### src/rtl/tile_pkg.sv
// Shared types and constants for the tile RAM writer: command encodings, FSM state,
// RAM widths and the packed command record held in the command FIFO.
package tile_pkg;

  localparam int unsigned RAM_AW = 16;
  localparam int unsigned RAM_DW = 16;
  localparam int unsigned CNT_W  = 8;

  localparam logic CMD_WRITE = 1'b0;
  localparam logic CMD_FILL  = 1'b1;

  typedef enum logic {
    StIdle = 1'b0,
    StFill = 1'b1
  } state_e;

  typedef struct packed {
    logic              cmd;
    logic [RAM_AW-1:0] addr;
    logic [RAM_DW-1:0] data;
    logic [CNT_W-1:0]  count;
  } tile_cmd_t;

endpackage

### src/rtl/tile_ram_writer_if.sv
// CPU command port and RAM write port of the tile RAM writer, bundled as one interface.
interface tile_ram_writer_if;
  import tile_pkg::*;

  logic              cpu_valid;
  logic              cpu_ready;
  logic              cpu_cmd;
  logic [RAM_AW-1:0] cpu_addr;
  logic [RAM_DW-1:0] cpu_data;
  logic [CNT_W-1:0]  cpu_count;
  logic              ram_busy;
  logic [RAM_AW-1:0] ram_addr;
  logic [RAM_DW-1:0] ram_write;
  logic              ram_we;
  logic              idle;

  modport master (
    output cpu_valid, cpu_cmd, cpu_addr, cpu_data, cpu_count, ram_busy,
    input  cpu_ready, ram_addr, ram_write, ram_we, idle
  );

  modport slave (
    input  cpu_valid, cpu_cmd, cpu_addr, cpu_data, cpu_count, ram_busy,
    output cpu_ready, ram_addr, ram_write, ram_we, idle
  );

endinterface

### src/rtl/tile_cmd_fifo.sv
// Command FIFO for the tile RAM writer; DEPTH must be a power of two (>= 2).
// Head entry is presented combinationally on rdata.
module tile_cmd_fifo
  import tile_pkg::*;
#(
  parameter int unsigned DEPTH = 4
) (
  input  logic      clk,
  input  logic      reset,
  input  logic      push,
  input  logic      pop,
  input  tile_cmd_t wdata,
  output tile_cmd_t rdata,
  output logic      full,
  output logic      empty
);

  localparam int unsigned AW = (DEPTH > 1) ? $clog2(DEPTH) : 1;
  localparam logic [AW:0] PtrOne = 1;

  tile_cmd_t   mem_q [DEPTH];
  logic [AW:0] wr_ptr_q, rd_ptr_q;
  logic        do_push, do_pop;

  // Extra pointer MSB distinguishes full from empty when the indices match.
  assign empty   = (wr_ptr_q == rd_ptr_q);
  assign full    = (wr_ptr_q[AW] != rd_ptr_q[AW]) && (wr_ptr_q[AW-1:0] == rd_ptr_q[AW-1:0]);
  assign do_push = push & ~full;
  assign do_pop  = pop & ~empty;
  assign rdata   = mem_q[rd_ptr_q[AW-1:0]];

  always_ff @(posedge clk or negedge reset) begin
    if (!reset) begin
      wr_ptr_q <= '0;
      rd_ptr_q <= '0;
    end else begin
      if (do_push) wr_ptr_q <= wr_ptr_q + PtrOne;
      if (do_pop)  rd_ptr_q <= rd_ptr_q + PtrOne;
    end
  end

  always_ff @(posedge clk) begin
    if (do_push) mem_q[wr_ptr_q[AW-1:0]] <= wdata;
  end

endmodule

### src/rtl/tile_ram_writer.sv
// Queues CPU cell writes / fills and streams them into tile RAM around renderer busy cycles.
// Fill engine is built only when TILE_FILL_EN is defined; otherwise every command is a single write.
module tile_ram_writer
  import tile_pkg::*;
#(
  parameter int unsigned FIFO_DEPTH = 4
) (
  input logic              clk,
  input logic              reset,
  tile_ram_writer_if.slave bus
);

  tile_cmd_t         wdata, head;
  logic              full, empty, push, pop;
  logic              ready_q;
  logic              ram_we_q, ram_we_d;
  logic [RAM_AW-1:0] ram_addr_q, ram_addr_d;
  logic [RAM_DW-1:0] ram_write_q, ram_write_d;
  logic              st_idle;

  // ready_q keeps cpu_ready low through reset and for the first edge after release.
  assign bus.cpu_ready = ready_q & ~full;
  assign push          = bus.cpu_valid & bus.cpu_ready;
  assign wdata         = '{cmd: bus.cpu_cmd, addr: bus.cpu_addr, data: bus.cpu_data,
                           count: bus.cpu_count};

  tile_cmd_fifo #(
    .DEPTH(FIFO_DEPTH)
  ) u_fifo (
    .clk  (clk),
    .reset(reset),
    .push (push),
    .pop  (pop),
    .wdata(wdata),
    .rdata(head),
    .full (full),
    .empty(empty)
  );

`ifdef TILE_FILL_EN
  state_e           state_q, state_d;
  logic [CNT_W-1:0] cnt_q, cnt_d;

  assign st_idle = (state_q == StIdle);

  always_comb begin
    pop         = 1'b0;
    ram_we_d    = 1'b0;
    ram_addr_d  = ram_addr_q;
    ram_write_d = ram_write_q;
    state_d     = state_q;
    cnt_d       = cnt_q;
    if (!bus.ram_busy) begin
      unique case (state_q)
        StIdle: begin
          if (!empty) begin
            pop         = 1'b1;
            ram_we_d    = 1'b1;
            ram_addr_d  = head.addr;
            ram_write_d = head.data;
            // cnt_q counts words still to issue; count 0 wraps to 255 remaining (256 total).
            if (head.cmd == CMD_FILL && head.count != 8'd1) begin
              state_d = StFill;
              cnt_d   = head.count - 8'd1;
            end
          end
        end
        StFill: begin
          ram_we_d   = 1'b1;
          ram_addr_d = ram_addr_q + 16'd1;
          cnt_d      = cnt_q - 8'd1;
          if (cnt_q == 8'd1) state_d = StIdle;
        end
        default: ;
      endcase
    end
  end

  always_ff @(posedge clk or negedge reset) begin
    if (!reset) begin
      state_q <= StIdle;
      cnt_q   <= '0;
    end else begin
      state_q <= state_d;
      cnt_q   <= cnt_d;
    end
  end
`else
  logic unused_fill;

  assign st_idle     = 1'b1;
  assign unused_fill = ^{head.cmd, head.count};

  always_comb begin
    pop         = 1'b0;
    ram_we_d    = 1'b0;
    ram_addr_d  = ram_addr_q;
    ram_write_d = ram_write_q;
    if (!bus.ram_busy && !empty) begin
      pop         = 1'b1;
      ram_we_d    = 1'b1;
      ram_addr_d  = head.addr;
      ram_write_d = head.data;
    end
  end
`endif

  always_ff @(posedge clk or negedge reset) begin
    if (!reset) begin
      ready_q     <= 1'b0;
      ram_we_q    <= 1'b0;
      ram_addr_q  <= '0;
      ram_write_q <= '0;
    end else begin
      ready_q     <= 1'b1;
      ram_we_q    <= ram_we_d;
      ram_addr_q  <= ram_addr_d;
      ram_write_q <= ram_write_d;
    end
  end

  assign bus.ram_we    = ram_we_q;
  assign bus.ram_addr  = ram_addr_q;
  assign bus.ram_write = ram_write_q;
  assign bus.idle      = empty & st_idle & ~ram_we_q;

endmodule

### src/flat_wrapper.sv
// flat-port wrapper written by rule: the top's interface ports become plain ports
module tile_ram_writer_flat import tile_pkg::*;
#(
  parameter int unsigned FIFO_DEPTH = 4
)
  (clk, reset, bus_cpu_valid, bus_cpu_cmd, bus_cpu_addr, bus_cpu_data, bus_cpu_count, bus_ram_busy, bus_cpu_ready, bus_ram_addr, bus_ram_write, bus_ram_we, bus_idle);
  tile_ram_writer_if bus_i ();
  input logic clk;
  input logic reset;
  input wire logic [$bits(bus_i.cpu_valid)-1:0] bus_cpu_valid;
  input wire logic [$bits(bus_i.cpu_cmd)-1:0] bus_cpu_cmd;
  input wire logic [$bits(bus_i.cpu_addr)-1:0] bus_cpu_addr;
  input wire logic [$bits(bus_i.cpu_data)-1:0] bus_cpu_data;
  input wire logic [$bits(bus_i.cpu_count)-1:0] bus_cpu_count;
  input wire logic [$bits(bus_i.ram_busy)-1:0] bus_ram_busy;
  output wire logic [$bits(bus_i.cpu_ready)-1:0] bus_cpu_ready;
  output wire logic [$bits(bus_i.ram_addr)-1:0] bus_ram_addr;
  output wire logic [$bits(bus_i.ram_write)-1:0] bus_ram_write;
  output wire logic [$bits(bus_i.ram_we)-1:0] bus_ram_we;
  output wire logic [$bits(bus_i.idle)-1:0] bus_idle;
  assign bus_i.cpu_valid = bus_cpu_valid;
  assign bus_i.cpu_cmd = bus_cpu_cmd;
  assign bus_i.cpu_addr = bus_cpu_addr;
  assign bus_i.cpu_data = bus_cpu_data;
  assign bus_i.cpu_count = bus_cpu_count;
  assign bus_i.ram_busy = bus_ram_busy;
  assign bus_cpu_ready = bus_i.cpu_ready;
  assign bus_ram_addr = bus_i.ram_addr;
  assign bus_ram_write = bus_i.ram_write;
  assign bus_ram_we = bus_i.ram_we;
  assign bus_idle = bus_i.idle;
  tile_ram_writer #(.FIFO_DEPTH(FIFO_DEPTH)) u_core (.clk(clk), .reset(reset), .bus(bus_i));
endmodule
### config.mk
export PLATFORM = sky130hd
export DESIGN_NAME = tile_ram_writer_flat
export DESIGN_NICKNAME = d
export VERILOG_FILES = /design/src/rtl/tile_pkg.sv /design/src/rtl/tile_ram_writer_if.sv /design/src/rtl/tile_cmd_fifo.sv /design/src/rtl/tile_ram_writer.sv /design/src/flat_wrapper.sv
export SDC_FILE = /design/constraint.sdc
export NUM_CORES = 1
export LEC_CHECK = 0
export ABC_AREA = 1
export BUFFER_PORTS_ARGS = -buffer_cell sky130_fd_sc_hd__buf_2
export CAP_MARGIN = 15
export CELL_PAD_IN_SITES_DETAIL_PLACEMENT = 1
export CELL_PAD_IN_SITES_GLOBAL_PLACEMENT = 2
export CORE_UTILIZATION = 41
export DETAILED_ROUTE_END_ITERATION = 7
export GPL_TIMING_DRIVEN = 0
export MAX_ROUTING_LAYER = met4
export PLACE_DENSITY = 0.8
export SLEW_MARGIN = 20
export SYNTH_ARGS = -nofsm -noshare
export SYNTH_HDL_FRONTEND = slang
export SYNTH_HIERARCHICAL = 1
export SYNTH_SLANG_ARGS = --single-unit
export TNS_END_PERCENT = 20
### constraint.sdc
create_clock -name clk -period 4.15 [get_ports clk]
set_input_delay 0.6225 -clock clk [delete_from_list [all_inputs] [get_ports clk]]
set_output_delay 0.6225 -clock clk [all_outputs]
set_load 0.02 [all_outputs]
-- Word-level counts from Yosys, hierarchy flattened
Memories as Yosys holds them, arrays and structs flattened. A register that Yosys moved wholly into a read port is not among the register bits.
Index checks and enable logic that the tools add are counted.
- bits in read-only memories: 0
- latch bits: 0
- word-level logic and storage cells: 26
- memory bits (writable): 164
- memories kept: 1
- output and inout bits: 35
- input port bits: 45
- register bits: 8
- memory list (memory ; words ; bits a word ; rd ports ; clocked after Yosys merged registers in ; write ports ; RTL line ; text):
    u_core.u_fifo.mem_q ; 4 ; 41 ; 1 ; 1 ; 1 ; tile_cmd_fifo.sv:21 ; tile_cmd_t mem_q [DEPTH];
- equality and inequality tests: 3
- muxes and demuxes: 3
- divide/modulo/power cells: 0
- $lt $le $gt $ge: 0
- multipliers: 0
- bitwise gates (word level): 8
- shift-type cells: 0
- reductions and logical operators: 5
- $add $sub $neg: 2
- operator list (operator ; count):
    $add 3x1->3 const B ; 2
    $and 1x1->1 ; 5
    $eq 3x3->1 ; 1
    $logic_not 1->1 ; 3
    $mux 1 ; 3
    $not 1->1 ; 3
    $eq 2x2->1 ; 1
    $logic_and 1x1->1 ; 2
    $ne 1x1->1 ; 1

-- Depth between registers and ports, before layout
Gate-level depths: netlist of run 1.
- depth in word-level cells: 8
- depth in mapped cells: 12
- mapped depth without buffers: 11

-- Modules after synthesis
Netlist of run 1, hierarchy kept.
- modules (own cells, without submodules) (module ; seq. area each (um^2) ; instances ; cells each ; area each (um^2)):
    tile_cmd_fifo ; 5074.9 ; 1 ; 458 ; 6540.0
    tile_ram_writer ; 850.8 ; 1 ; 146 ; 1368.8

-- Worst setup path after synthesis of run 1
OpenSTA, ideal clock, no wires.
- path type: reg-to-reg
- from: register u_core.u_fifo.rd_ptr_q[0]
- to: memory u_core/u_fifo/mem_q[0][0] in the netlist's numbering (enable)
- arrival time: 3.095 ns
- path buffers: 1
- path slack: 0.615 ns
- stages on the path, launching flop included: 10
- library setup time: 0.439 ns
- clock period less this slack: 3.535 ns
- data required time: 3.711 ns
- cell sequence: dfrtp_1 > buf_6 > inv_2 > nand2_1 > nand2_2 > nand3_4 > inv_2 > nor3b_1 > nand2_2 > nor2_1
- cells in the longest elaborated chain, start to end: 8
- RTL lines (what ; RTL line ; text):
    start: declaration ; tile_cmd_fifo.sv:22 ; logic [AW:0] wr_ptr_q, rd_ptr_q;
    start signal: assignment ; tile_cmd_fifo.sv:38 ; if (do_pop) rd_ptr_q <= rd_ptr_q + PtrOne;
    $eq 2x2->1 ; tile_cmd_fifo.sv:27 ; assign full = (wr_ptr_q[AW] != rd_ptr_q[AW]) && (wr_ptr_q[AW-1:0] == rd_ptr_q[AW-1:0]);
    $logic_and 1x1->1 ; tile_cmd_fifo.sv:27 ;
    net u_core.full ; tile_ram_writer.sv:14 ; logic full, empty, push, pop;
    $not 1->1 ; tile_ram_writer.sv:22 ; assign bus.cpu_ready = ready_q & ~full;
    $and 1x1->1 ; tile_ram_writer.sv:22 ;
    $and 1x1->1 ; tile_ram_writer.sv:23 ; assign push = bus.cpu_valid & bus.cpu_ready;
    net u_core.push ; tile_ram_writer.sv:14 ;
    $and 1x1->1 ; tile_cmd_fifo.sv:28 ; assign do_push = push & ~full;
    $mux 1 ; tile_cmd_fifo.sv:43 ; if (do_push) mem_q[wr_ptr_q[AW-1:0]] <= wdata;
    $mux 1 (implied by the code) ; tile_cmd_fifo.sv:43 ;
    end: declaration ; tile_cmd_fifo.sv:21 ;
The timed path passes the listed nets, and every way through them passes these cells.

-- Worst setup path after layout of run 1
- from: register u_core.u_fifo.rd_ptr_q[1]
- to: output bus_idle
- cells in the longest elaborated chain, start to end: 2
- RTL lines (what ; RTL line ; text):
    $eq 3x3->1 ; tile_cmd_fifo.sv:26 ; assign empty = (wr_ptr_q == rd_ptr_q);
    net u_core.empty ; tile_ram_writer.sv:14 ;
    $and 1x1->1 ; tile_ram_writer.sv:125 ; assign bus.idle = empty & st_idle & ~ram_we_q;
    end: declaration ; flat_wrapper.sv:20 ; output wire logic [$bits(bus_i.idle)-1:0] bus_idle;
The timed path passes the listed nets, and every way through them passes these cells.

==> results of run 1 <==
==> state kept, by name (all words and copies together) (netlist names) <==
name,cells
u_core/u_fifo/mem_q,128
u_core/u_fifo/rd_ptr_q,3
u_core/bus.ram_addr,16
u_core/ready_q,1
u_core/bus.ram_write,16
u_core/u_fifo/wr_ptr_q,3
u_core/bus.ram_we,1
==> worst reg2reg max path, cell delays in order (launching register included) <==
cell and delay [ps]:
dfrtp_1 430, buf_6 180, inv_2 60, nand2_1 60, nand2_2 80, nand3_4 120, inv_2 50, nor3b_1 480
nand2_2 260, nor2_4 610, buf_16 250
==> cells in the final DEF (no fill, tap or decap), types with 3 or more instances in the layout <==
cell	n
o22ai_1	32
edfxtp_1	128
nor2_1	66
o21ai_0	73
nand2_2	8
inv_2	5
nand3_1	6
clkbuf_16	17
clkbuf_2	4
nor2_4	4
clkinvlp_4	5
o21ai_1	23
ha_1	5
buf_6	12
nand2_1	81
clkinv_4	3
buf_2	77
clkbuf_1	12
inv_1	10
dfrtp_1	40
==> final cells by class <==
cell class	count	area, um2
flip-flops and latches	168	4840
fillers	1666	7880
clock buffers	19	443
clock inverters	13	146
plain buffers	36	251
multi-input cells	304	1480
well taps	216	270
inverters	15	56.3
repair buffers	74	448
==> power breakdown <==
| part | switching, mW | internal, mW |
|---|---|---|
| clock network | 0.656 | 0.906 |
| logic | 1.43 | 0.701 |
| registers | 0.152 | 2.16 |
==> per-layer routing <==
| layer | global-route usage | share of wire |
|---|---|---|
| met4 | 0.0886 | 0.011 |
| met2 | 0.369 | 0.52 |
| met1 | 0.266 | 0.43 |
| met3 | 0.0380 | 0.036 |
| met5 | - | 0 |
==> final timing paths <==
path | start | to | depth (start not counted)
worst min-delay path | reset | u_core/ready_q$_DFF_PN0_ | 1
worst max-delay path | u_core/u_fifo/rd_ptr_q[1]$_DFFE_PN0P_ | bus_idle | 8
worst min register to register | u_core/bus.ram_write[7]$_DFFE_PN0P_ | u_core/bus.ram_write[7]$_DFFE_PN0P_ | 2
min in group clk | bus_cpu_addr[5] | u_core/u_fifo/mem_q[0][29]$_DFFE_PP_ | 1
max in group asynchronous | reset | u_core/bus.ram_addr[0]$_DFFE_PN0P_ | 1
worst max register to register | u_core/u_fifo/rd_ptr_q[0]$_DFFE_PN0P_ | u_core/u_fifo/mem_q[0][10]$_DFFE_PP_ | 10
==> metrics by stage <==
step	power, mW	hold WS (ps)
final	6.01	195
after global routing	6.37	227
after CTS	6.07	387
after detailed placement	4.49	483
after global placement	4.36	475
after floorplan	3.71	327
==> out/metrics.csv, run 1 <==
stage,metric,value,unit
synthesis,syn-num-nets,573,
layout,fin_cells,845,
detailed_routing,drtPass1Iterations,6,
setup_path,required,3530,ps
outcome,status,"complete, but fails checks",
setup_path,cp_slowest_cell,dfrtp_1,
die,die_width,129,um
sta,finalSetupTns,0,ps
setup_path,critPathKind,register to output pin,
die,die_area,0.0166,mm2
setup_path,crit_path_max_fanout,10,
detailed_routing,via_count,4292,
sta,finalSetupViolCount,0,
hold_path,hold_class,input pin to asynchronous set/reset pin,
job,drv_cap,0,
layout,utilization,0.502,
sta,relSlewSlack,0.522,
cts,clock_tree.root_cell,clkbuf_16,
detailed_routing,wl_per_cell,19.2,um
die,die_y,129,um
detailed_routing,viasPerCell,5.08,
sta,fin_crit,2870,ps
die,ios,80,
die,initial_core_util,0.418,
placed_design,post-place-cells,813,
layout,nNetsFinal,666,
synthesis,syn_area,0.00661,mm2
power,p_leak,3.11,nW
cts,clock_path_buffers,2,
cts,worstSkewPairLatency,430,ps
placed_design,pre_cts_ws,1230,ps
die,coreArea,0.0158,mm2
global_routing,grt_usage,0.220,
sta,worst_pin_slew,715,ps
cts,cts_tree,yes,
setup_path,cpPeakStageDelay,390,ps
cts,cts_setup_buffers,0,
setup_path,end_kind,output pin,
global_routing,antenna_found_initial,0,
sta,final-max-slew-violation-count,0,
setup_path,cp_num_buf_inv,5,
layout,diodes,0,
global_routing,grt_max_degree,41,
sta,fin_skew,7.51,ps
sta,min_period_over_period,0.692,
cts,clk_pin_slew,60,ps
placed_design,dp_hpwl,10700,um
synthesis,syn_area_per_cell,12.6,um2
cts,numCtsBuffers,17,
sta,fin_ws,1280,ps
detailed_routing,finalWirelength,16200,um
power,powerDensity,756,mW/mm2
setup_path,critPathArrivalTime,2250,ps
sta,rsz0062_at_grt,no,
synthesis,ys_warn_count,6,
die,rows,46,
setup_path,start_kind,register,
synthesis,postSynthCellCount,523,
cts,cts_hold_buffers,0,
sta,fmax,348,MHz
sta,hold_violations,0,
placed_design,gp_congestion,0.736,
global_routing,grt_pass1_wl,25500,um
layout,area_growth,20.1,%
setup_path,crit_chain,buf_6 -> xnor2_2 -> nand3_2 -> inv_2 -> clkbuf_2 -> inv_1 -> nor2_1 -> buf_2,
outcome,violations,DRC,
detailed_routing,first_iter_violations,191,
global_routing,grt_overflow,0,
placed_design,place_area,0.00735,mm2
detailed_routing,final_antenna_net_count,0,
cts,ctsResizeCount,0,
global_routing,grt_pass1_vias,4614,
detailed_routing,drc_errors,1,
power,ir_drop,0.347,mV
cts,cts.sinks,168,
cts,htree_levels,4,
layout,stdcell_area,0.00794,mm2
setup_path,worst-r2r-setup-slack,1280,ps
placed_design,io_buffer_count,70,
setup_path,path_delay_family,buffers and inverters,
layout,drive_above_1_share,0.238,
Power figures use the tool's default switching activity.
==> run 2, diff against run 1 <==
Settings changed: ABC_AREA 1 to 0, CORE_UTILIZATION 41 to 42, PLACE_DENSITY 0.8 to 0.77.
Clock period 4.15 ns to 2.6 ns, I/O delays scaled along.
==> run 2 against run 1 <==
Effect of this change: the run ends with DRC, hold timing left; cell count shrank 31%; hold slack worse by 220 ps; utilization is 2.4 points higher; cell area fell by 2.4%; global-route usage decreased by 4.1 points; first-iteration DRC count down 4.7%; critical path depth up 3; flip-flop and latch count unchanged; combinational power is 39% higher; register-to-register slack worse by 1100 ps; total power up 55%; via count is 28% lower.
==> out/metrics.csv, run 2 <==
stage,metric,value,unit
sta,worst_pin_slew,616,ps
cts,worstSkewPairLatency,430,ps
setup_path,cp-startpoint,u_core/u_fifo/rd_ptr_q[1]$_DFFE_PN0P_,
global_routing,grt_overflow,0,
layout,drive_above_1_share,0.503,
die,ios,80,
power,power_frac_seq,0.404,
detailed_routing,viasPerCell,5.28,
synthesis,ys_warn_count,6,
cts,htree_levels,4,
global_routing,grt_usage,0.179,
setup_path,critPathArrivalTime,2700,ps
power,power_switching,2.90,mW
setup_path,worstReg2RegEnd,u_core/u_fifo/wr_ptr_q[2]$_DFFE_PN0P_,
sta,whs,-20.6,ps
synthesis,syn-num-nets,342,
setup_path,required,2910,ps
layout,final_cell_mix,"128 x edfxtp_1, 73 x buf_2, 40 x dfrtp_1",
placed_design,dp_hpwl,7560,um
die,coreArea,0.0148,mm2
layout,layout_commonest_cell,edfxtp_1,
sta,finalSetupViolCount,0,
job,drv_cap,0,
setup_path,r2r-start,u_core/u_fifo/rd_ptr_q[1]$_DFFE_PN0P_,
sta,hold_violations,36,
hold_path,hold_class,input pin to asynchronous set/reset pin,
power,switching_share,0.312,
layout,nNetsFinal,437,
global_routing,grt_pass1_wl,19400,um
die,initial_core_util,0.435,
detailed_routing,drtPass1Iterations,6,
layout,num-fill-cells,1327,
cts,cts.sinks,168,
detailed_routing,wl_per_cell,21.2,um
layout,regArea,0.00484,mm2
sta,finalSetupTns,0,ps
cts,clock_path_buffers,2,
power,p_clk_frac,0.276,
die,rows,44,
global_routing,antenna_found_initial,2,
setup_path,worst-r2r-setup-slack,200,ps
detailed_routing,first_iter_violations,182,
sta,fin_skew,10.5,ps
power,p_leak,2.81,nW
placed_design,gp_congestion,0.722,
detailed_routing,drc_errors,7,
cts,clk_pin_slew,60,ps
die,die_width,126,um
sta,fin_crit,2400,ps
sta,fmax,417,MHz
layout,utilization,0.526,
setup_path,cp-endpoint,u_core/u_fifo/wr_ptr_q[2]$_DFFE_PN0P_,
sta,fin_ws,201,ps
layout,multi_input_comb_area,0.00148,mm2
die,die_y,126,um
global_routing,grt_max_degree,41,
layout,largest_reg_flops,128,
power,p_comb_frac,0.320,
global_routing,grt_pass1_vias,3394,
die,die_area,0.0158,mm2
setup_path,start_kind,register,
sta,min_period_over_period,0.923,
synthesis,syn_area_per_cell,22.0,um2
cts,clock_tree.root_cell,clkbuf_16,
setup_path,r2r.worst_path.cells,11,
cts,numCtsBuffers,17,
outcome,status,"complete, but fails checks",
layout,area_growth,20.7,%
setup_path,crit_path_max_fanout,15,
outcome,violations,"DRC, hold timing",
placed_design,io_buffer_count,70,
setup_path,critPathKind,register to register,
power,powerDensity,1200,mW/mm2
placed_design,post-place-cells,550,
power,ir_drop,0.604,mV
placed_design,pre_cts_ws,-159,ps
sta,relSlewSlack,0.590,
power,p_int,6.39,mW
sta,final-max-slew-violation-count,0,
detailed_routing,final_antenna_net_count,0,
layout,fin_cells,586,
detailed_routing,finalWirelength,12400,um
synthesis,syn_area,0.00642,mm2
synthesis,postSynthCellCount,292,
sta,rsz0062_at_grt,no,
detailed_routing,via_count,3096,
setup_path,end_kind,register,
cts,cts_tree,yes,
## run 2: layer usage
metal / track usage / share of wire
met2: 0.285 / 0.51
met1: 0.214 / 0.43
met4: 0.0803 / 0.021
met3: 0.0514 / 0.038
met5: - / 0
## run 2: power by group through the flow
stage,Sequential (mW),Clock (mW),Combinational (mW)
floorplan,4.07,0,1.83
CTS,3.76,2.64,3.04
detailed placement,3.80,0,3.01
finish,3.75,2.57,2.97
global route,3.82,2.73,3.21
global placement,3.79,0,2.88
## run 2: how the worst min path moves through the flow
stage                                                      end  slack [ps]  cells after the start
after floorplan             u_core/bus.ram_addr[0]$_DFFE_PN0P_          90                      0
after global placement     u_core/bus.ram_addr[12]$_DFFE_PN0P_         480                      1
after detailed placement    u_core/bus.ram_addr[5]$_DFFE_PN0P_         490                      1
after CTS                 u_core/u_fifo/mem_q[3][25]$_DFFE_PP_         150                      1
after global routing        u_core/bus.ram_addr[3]$_DFFE_PN0P_           9                      1
final                       u_core/bus.ram_addr[3]$_DFFE_PN0P_         -20                      1
## run 2: worst max-delay path, stage by stage (launching register included)
cell and delay, ps:
dfrtp_1 380, buf_4 190, xnor2_1 450, nand3_2 180, inv_1 100, nor2b_2 40, and2_2 240, nand2_1 120
a31oi_4 60, buf_16 200, buf_16 160, xor2_1 140
## run 2: cell type report
type | count | share of cell area
Sequential cell | 168 | 0.625
Multi-Input combinational cell | 107 | 0.191
Timing Repair Buffer | 76 | 0.0597
Clock buffer | 18 | 0.0566
Tap cell | 184 | 0.0297
Clock inverter | 14 | 0.0223
Buffer | 13 | 0.0132
Inverter | 4 | 0.00194
Antenna cell | 2 | 0.000645
## run 2: what timing repair did
| action | 4_1_cts | 5_1_grt |
|---|---|---|
| endpoints found under the setup margin | 47 | 15 |
| gates resized for setup | 3 | 0 |
| hold buffers | 0 | 0 |
| setup buffers | 0 | 2 |
| gates cloned | 0 | 0 |
## run 2: stage by stage
step                      area, um2  power [mW]
after floorplan                6440        5.90
after global placement         7020        6.67
after detailed placement       7110        6.82
after CTS                      7730        9.44
after global routing           7760        9.75
final                          7760        9.29
